$ cat config.mk
export PLATFORM = sky130hd
export DESIGN_NAME = multicycle_cu
export DESIGN_NICKNAME = d
export VERILOG_FILES = /design/src/rtl/multicycle_cu.sv
export SDC_FILE = /design/constraint.sdc
export NUM_CORES = 1
export LEC_CHECK = 0
export CAP_MARGIN = 20
export CORE_MARGIN = 3
export CORE_UTILIZATION = 47
export CTS_CLUSTER_DIAMETER = 200
export DETAILED_ROUTE_END_ITERATION = 10
export PLACE_DENSITY = 0.81
export SLEW_MARGIN = 10
export SYNTH_ARGS = -nofsm -noshare
export SYNTH_HDL_FRONTEND = slang
export SYNTH_SLANG_ARGS = --single-unit
$ cat constraint.sdc
create_clock -name clk -period 2.85 [get_ports clk]
set_clock_uncertainty 0.2 [all_clocks]
set_input_delay 0.7125 -clock clk [delete_from_list [all_inputs] [get_ports clk]]
set_output_delay 0.7125 -clock clk [all_outputs]
set_load 0.02 [all_outputs]
$ cat src/rtl/multicycle_cu.sv
// Multi-cycle control unit for an RV32I subset datapath (R, I-ALU, lw, sw, branches).
// Walks FETCH/DECODE/EXEC/MEM/WB, counts retired instructions and latches trap causes.
module multicycle_cu #(
  parameter int CNT_W      = 32,
  parameter int WAIT_MAX   = 16,
  parameter int EXT_BRANCH = 1
) (
  input  logic             clk,
  input  logic             reset,
  input  logic [31:0]      instr,
  input  logic             mem_ready,
  input  logic [3:0]       status,
  output logic             memreq,
  output logic             memrw,
  output logic             irwrite,
  output logic             pcwrite,
  output logic             pcsrc,
  output logic [3:0]       aluop,
  output logic [1:0]       immsel,
  output logic             alusrc,
  output logic             regrw,
  output logic             wb,
  output logic             retire,
  output logic [CNT_W-1:0] retired,
  output logic             trap,
  output logic             trap_cause
);

  typedef enum logic [2:0] {
    S_FETCH  = 3'd0,
    S_DECODE = 3'd1,
    S_EXEC   = 3'd2,
    S_MEM    = 3'd3,
    S_WB     = 3'd4,
    S_TRAP   = 3'd5
  } state_t;

  localparam logic [6:0] OP_R  = 7'b0110011;
  localparam logic [6:0] OP_I  = 7'b0010011;
  localparam logic [6:0] OP_LW = 7'b0000011;
  localparam logic [6:0] OP_SW = 7'b0100011;
  localparam logic [6:0] OP_BR = 7'b1100011;
  localparam int WAIT_W = (WAIT_MAX > 1) ? $clog2(WAIT_MAX) : 1;
  localparam logic [WAIT_W-1:0] WAIT_LAST = WAIT_W'((WAIT_MAX > 0) ? WAIT_MAX - 1 : 0);

  state_t            state, state_next;
  logic [31:0]       ir;
  logic [WAIT_W-1:0] wait_cnt;
  logic [CNT_W-1:0]  retired_q;
  logic              trap_q, cause_q;

  logic [6:0] opcode;
  logic [2:0] funct3;
  logic       is_r, is_i, is_ld, is_st, is_br;
  logic       br_legal, br_taken, stall_limit;
  logic       c_memreq, c_memrw, c_irwrite, c_pcwrite, c_pcsrc;
  logic [3:0] c_aluop;
  logic [1:0] c_immsel;
  logic       c_alusrc, c_regrw, c_wb, c_retire;
  logic       enter_trap, cause_next;
  logic       unused_bits;

  assign opcode = ir[6:0];
  assign funct3 = ir[14:12];
  assign is_r   = (opcode == OP_R);
  assign is_i   = (opcode == OP_I);
  assign is_ld  = (opcode == OP_LW);
  assign is_st  = (opcode == OP_SW);
  assign is_br  = (opcode == OP_BR);
  assign unused_bits = ^{ir[31], ir[29:15], ir[11:7], status[3]};

  assign br_legal = (funct3 == 3'b000) || (funct3 == 3'b101) ||
                    ((EXT_BRANCH != 0) && ((funct3 == 3'b001) || (funct3 == 3'b100)));

  always_comb begin
    case (funct3)
      3'b000:  br_taken = status[2];
      3'b001:  br_taken = !status[2];
      3'b100:  br_taken = status[1] ^ status[0];
      3'b101:  br_taken = !(status[1] ^ status[0]);
      default: br_taken = 1'b0;
    endcase
  end

  // Handshake: memreq stays high until a cycle in which mem_ready=1; that cycle
  // completes the transfer. stall_limit marks the last stalled cycle allowed.
  assign stall_limit = (WAIT_MAX > 0) && (wait_cnt == WAIT_LAST);

  always_comb begin
    state_next = state;
    c_memreq   = 1'b0;
    c_memrw    = 1'b0;
    c_irwrite  = 1'b0;
    c_pcwrite  = 1'b0;
    c_pcsrc    = 1'b0;
    c_aluop    = 4'b0000;
    c_immsel   = 2'b00;
    c_alusrc   = 1'b0;
    c_regrw    = 1'b0;
    c_wb       = 1'b0;
    c_retire   = 1'b0;
    enter_trap = 1'b0;
    cause_next = 1'b0;
    case (state)
      S_FETCH: begin
        c_memreq = 1'b1;
        if (mem_ready) begin
          c_irwrite  = 1'b1;
          c_pcwrite  = 1'b1;
          state_next = S_DECODE;
        end else if (stall_limit) begin
          enter_trap = 1'b1;
          cause_next = 1'b1;
          state_next = S_TRAP;
        end
      end
      S_DECODE: begin
        if (is_r || is_i || is_ld || is_st || (is_br && br_legal)) begin
          state_next = S_EXEC;
        end else begin
          enter_trap = 1'b1;
          state_next = S_TRAP;
        end
      end
      S_EXEC: begin
        if (is_r) begin
          c_aluop    = {ir[30], funct3};
          state_next = S_WB;
        end else if (is_i) begin
          c_alusrc   = 1'b1;
          // Only the shift-right pair uses bit 30; for other I-ops it is immediate data.
          c_aluop    = (funct3 == 3'b101) ? {ir[30], funct3} : {1'b0, funct3};
          state_next = S_WB;
        end else if (is_ld) begin
          c_alusrc   = 1'b1;
          state_next = S_MEM;
        end else if (is_st) begin
          c_alusrc   = 1'b1;
          c_immsel   = 2'b01;
          state_next = S_MEM;
        end else begin
          c_immsel   = 2'b11;
          c_aluop    = 4'b1000;
          c_pcwrite  = br_taken;
          c_pcsrc    = br_taken;
          c_retire   = 1'b1;
          state_next = S_FETCH;
        end
      end
      S_MEM: begin
        c_memreq = 1'b1;
        c_memrw  = is_st;
        if (mem_ready) begin
          c_retire   = is_st;
          state_next = is_st ? S_FETCH : S_WB;
        end else if (stall_limit) begin
          enter_trap = 1'b1;
          cause_next = 1'b1;
          state_next = S_TRAP;
        end
      end
      S_WB: begin
        c_regrw    = 1'b1;
        c_wb       = !is_ld;
        c_retire   = 1'b1;
        state_next = S_FETCH;
      end
      S_TRAP:  state_next = S_TRAP;
      default: state_next = S_FETCH;
    endcase
  end

  always_ff @(posedge clk) begin
    if (reset) begin
      state     <= S_FETCH;
      ir        <= '0;
      wait_cnt  <= '0;
      retired_q <= '0;
      trap_q    <= 1'b0;
      cause_q   <= 1'b0;
    end else begin
      state <= state_next;
      if (c_irwrite) ir <= instr;
      if (!c_memreq || mem_ready) wait_cnt <= '0;
      else                        wait_cnt <= wait_cnt + WAIT_W'(1);
      if (c_retire) retired_q <= retired_q + CNT_W'(1);
      if (enter_trap) begin
        trap_q  <= 1'b1;
        cause_q <= cause_next;
      end
    end
  end

  // Every output is forced low while reset is held, whatever the current state.
  assign memreq     = c_memreq  & ~reset;
  assign memrw      = c_memrw   & ~reset;
  assign irwrite    = c_irwrite & ~reset;
  assign pcwrite    = c_pcwrite & ~reset;
  assign pcsrc      = c_pcsrc   & ~reset;
  assign aluop      = reset ? 4'b0000 : c_aluop;
  assign immsel     = reset ? 2'b00 : c_immsel;
  assign alusrc     = c_alusrc  & ~reset;
  assign regrw      = c_regrw   & ~reset;
  assign wb         = c_wb      & ~reset;
  assign retire     = c_retire  & ~reset;
  assign retired    = reset ? '0 : retired_q;
  assign trap       = trap_q    & ~reset;
  assign trap_cause = cause_q   & ~reset;

endmodule

==> results.md <==
- Number of enable flip-flop cells after synthesis: 0
- Worst slew margin: 62.5%
- # setup viols final: 0
- Worst path max stage delay: 0.25 ns
- Crit path cell chain: clkdlybuf4s15_1 -> xnor2_1 -> a21oi_1 -> xnor2_1 -> nor4_2 -> or2_4 -> buf_6
- H-tree levels: 2
- Synth top area cells: dfxtp_1 (37%), mux2_2 (7.2%), nor2_1 (6.8%), nor2b_1 (6.7%), nand2_1 (5.3%)
- Fin cells: 505
- Max VDD drop: 0.240 mV
- Tmin final: 2.73 ns
- Clk sinks: 52
- Largest net degree at the start of global routing: 40
- Placed Instances: 495
- Die footprint: 6940 sq um
- Tcrit/Tclk final: 95.8%
- Cell area after synthesis: approximately 2800 sq um
- Cell taking the most area after synthesis: dfxtp_1
- Sequential fraction of the synthesis area: 37.0%
- Final net count: between 400 and 500
- Number of synthesized register bits: 52
- Clk_lat worst skew: 0.30 ns
- Number of global-route vias before repair: about 2600
- Final wirelength: 6.62 mm
- Post-synth top cells: dfxtp_1 (52), nor2_1 (51), nand2_1 (40)
- Post-synthesis cell count: 352
- CP Data Arrival Time: around 1.8 ns
- Crit path launch type: primary input
- Status: complete, no violations
- Pleak: roughly 0.0017 uW
- Worst EP required: 1.94 ns
- Clock Path Buffers: 2
- Share of post-route cells with drive strength above 1: 18.7%
- Chip height: 83.3 um
- Max-slew violations: 0
- Iter 0 DRT Violations: 139
- Worst slew pin tran: 0.559 ns
- Post-CTS Hold Buffers: 0
- Register area: between 1000 and 1500 sq um
- Top FF cell, synth: dfxtp_1
- Max Cap Viol: 0
- Critical path class: primary input to primary output
- Final hold vios: 0
- CP max stage cell: or2_4
- Total number of vias: 2701
- PwrDens: 365 nW/um^2
- First-pass DRT Iterations: 4
- Fill cells: 481
- WL per Instance: between 10 and 15 um
- Worst min-delay path category: flip-flop to flip-flop
- Final Util: 66.4%
- Core area: roughly 5600 sq um
- Placer congestion estimate: 0.865
- Critical path peak fanout: 2
- Post-DP Area: roughly 3700 sq um
- Hold Slack: 0.254 ns
- Hold Crit Start: wait_cnt[0]
- Library cells used by synthesis: 48
- CTS clk-pin slew, worst paths: 0.08 ns
- Row cnt: 27
- RSZ-0062 raised after global routing: false
- Area of the multi-input gates: 1660 sq um
- Antenna violations before repair: 0
- Layout area overhead: 33.3%
- Peak Freq: 366 MHz
- First-pass GRT wire length: 11.7 mm
- Port Buffers: 65
- Area share of the largest cell type after synthesis: 37.0%
- Critical R2R Launch: state[1]
- Num CTS Buffers: 5
- Post-DP HPWL: 4.88 mm
- Final ANT Viol Nets: 0
- # IOs: 88
- Ys async rst share: 0%
- CTS tree: built
- Crit path from: status[1]
- Synth Warn #: 0
- Horiz. Die Dim: 83.3 um
- Synth Area per Inst: 7.98 sq um
- Post-route cell area: approximately 3700 sq um
- ANT cells: 0
- Initial Utilization: 49.8%
- Remaining DRCs: 0
- Net count after synthesis: 393
- Root Buffer: clkbuf_8
- CP endpoint kind: primary output
- Most common cell in the netlist: dfxtp_1
- GRT Total Usage: 19.8%
- GR Overflow Total: 0
- Most used cell, CP: xnor2_1
- Vias per cell: around 5.3
[cells in the final DEF (no fill, tap or decap), types with 2 or more instances in the layout]
master            n
a21oi_1          24
and2_1            2
and3_1            4
buf_2             4
buf_4            29
buf_6             2
clkbuf_1          2
clkbuf_2          3
clkbuf_8          6
clkdlybuf4s15_1   2
clkdlybuf4s50_1  11
dfxtp_1          52
dlygate4sd2_1    30
dlymetal6s2s_1   11
ha_1              2
inv_1            10
mux2_2           18
nand2_1          40
nand3_1          13
nand4_1           5
nand4b_1          2
nor2_1           48
nor2_2            3
nor2b_1          30
nor3_1           15
nor4_1            2
o211ai_1          2
o21ai_0          11
o31ai_1           3
or2_4             2
or3_1             5
or4_1             6
xnor2_1           5
xor2_1            3
[layer usage]
metal	global-route usage, %	up-vias	wire [um]
met1	25.4	1251	2940
met2	33.2	68	3220
li1	-	1368	-
met3	3.67	14	312
met4	7.13	0	140
met5	0	-	0
[critical path, delay by kind of cell]
family,cells,cell delay (ns)
buffers and inverters,2,0.31
xor gates and xnor gates,2,0.38
AOI/OAI and AO/OA,1,0.09
and+or+nand+nor,2,0.33
[cells by family after synthesis]
logic type,Yosys count,synth area share (%)
mux,19,7.57
fa+ha+maj,2,0.890
simple gates,190,35.5
buf+inv,30,4.94
xor+xnor,8,2.49
flops,52,37.0
compound gates,51,11.5
[final cells by class]
| class | instances | share of cell area (%) |
|---|---|---|
| tap | 72 | 2.40 |
| timing repair buffer | 93 | 22.0 |
| sequential | 52 | 27.8 |
| multi-input combinational | 270 | 44.4 |
| clock buffer | 8 | 2.40 |
| inverter | 10 | 1.00 |
[registers in the layout (all words and copies together), names as in the netlist]
register	cells
cause_q	1
wait_cnt	4
ir	11
state	3
trap_q	1
retired_q	32
[stage by stage]
stage	setup slack [ns]	total power [uW]	setup TNS [ns]
final	0.120	1370	0
after global routing	0.0102	1440	0
after CTS	0.00194	1380	0
after detailed placement	-0.708	958	-5.39
after global placement	-0.697	955	-4.44
after floorplan	0.0487	878	0
[worst paths after layout]
kind | to | slack (ns) | cells past startpoint
max | pcwrite | 0.12 | 7
min | wait_cnt[0] | 0.25 | 1
max reg2reg | retired_q[24] | 0.48 | 6
min reg2reg | wait_cnt[0] | 0.25 | 1
[timing repair]
item | in CTS | in global routing
pin swaps | 6 | 7
gates resized for setup | 70 | 28
endpoints found under the hold margin | 0 | 0
endpoints found under the setup margin | 38 | 20
setup buffers | 1 | 1
[power breakdown]
part	internal (uW)	leakage, uW	switching [uW]
Combinational	88.2	0.00125	91.1
Sequential	744	0.000421	20.0
Clock	198	0.0000455	224
Power figures use the tool's default switching activity.
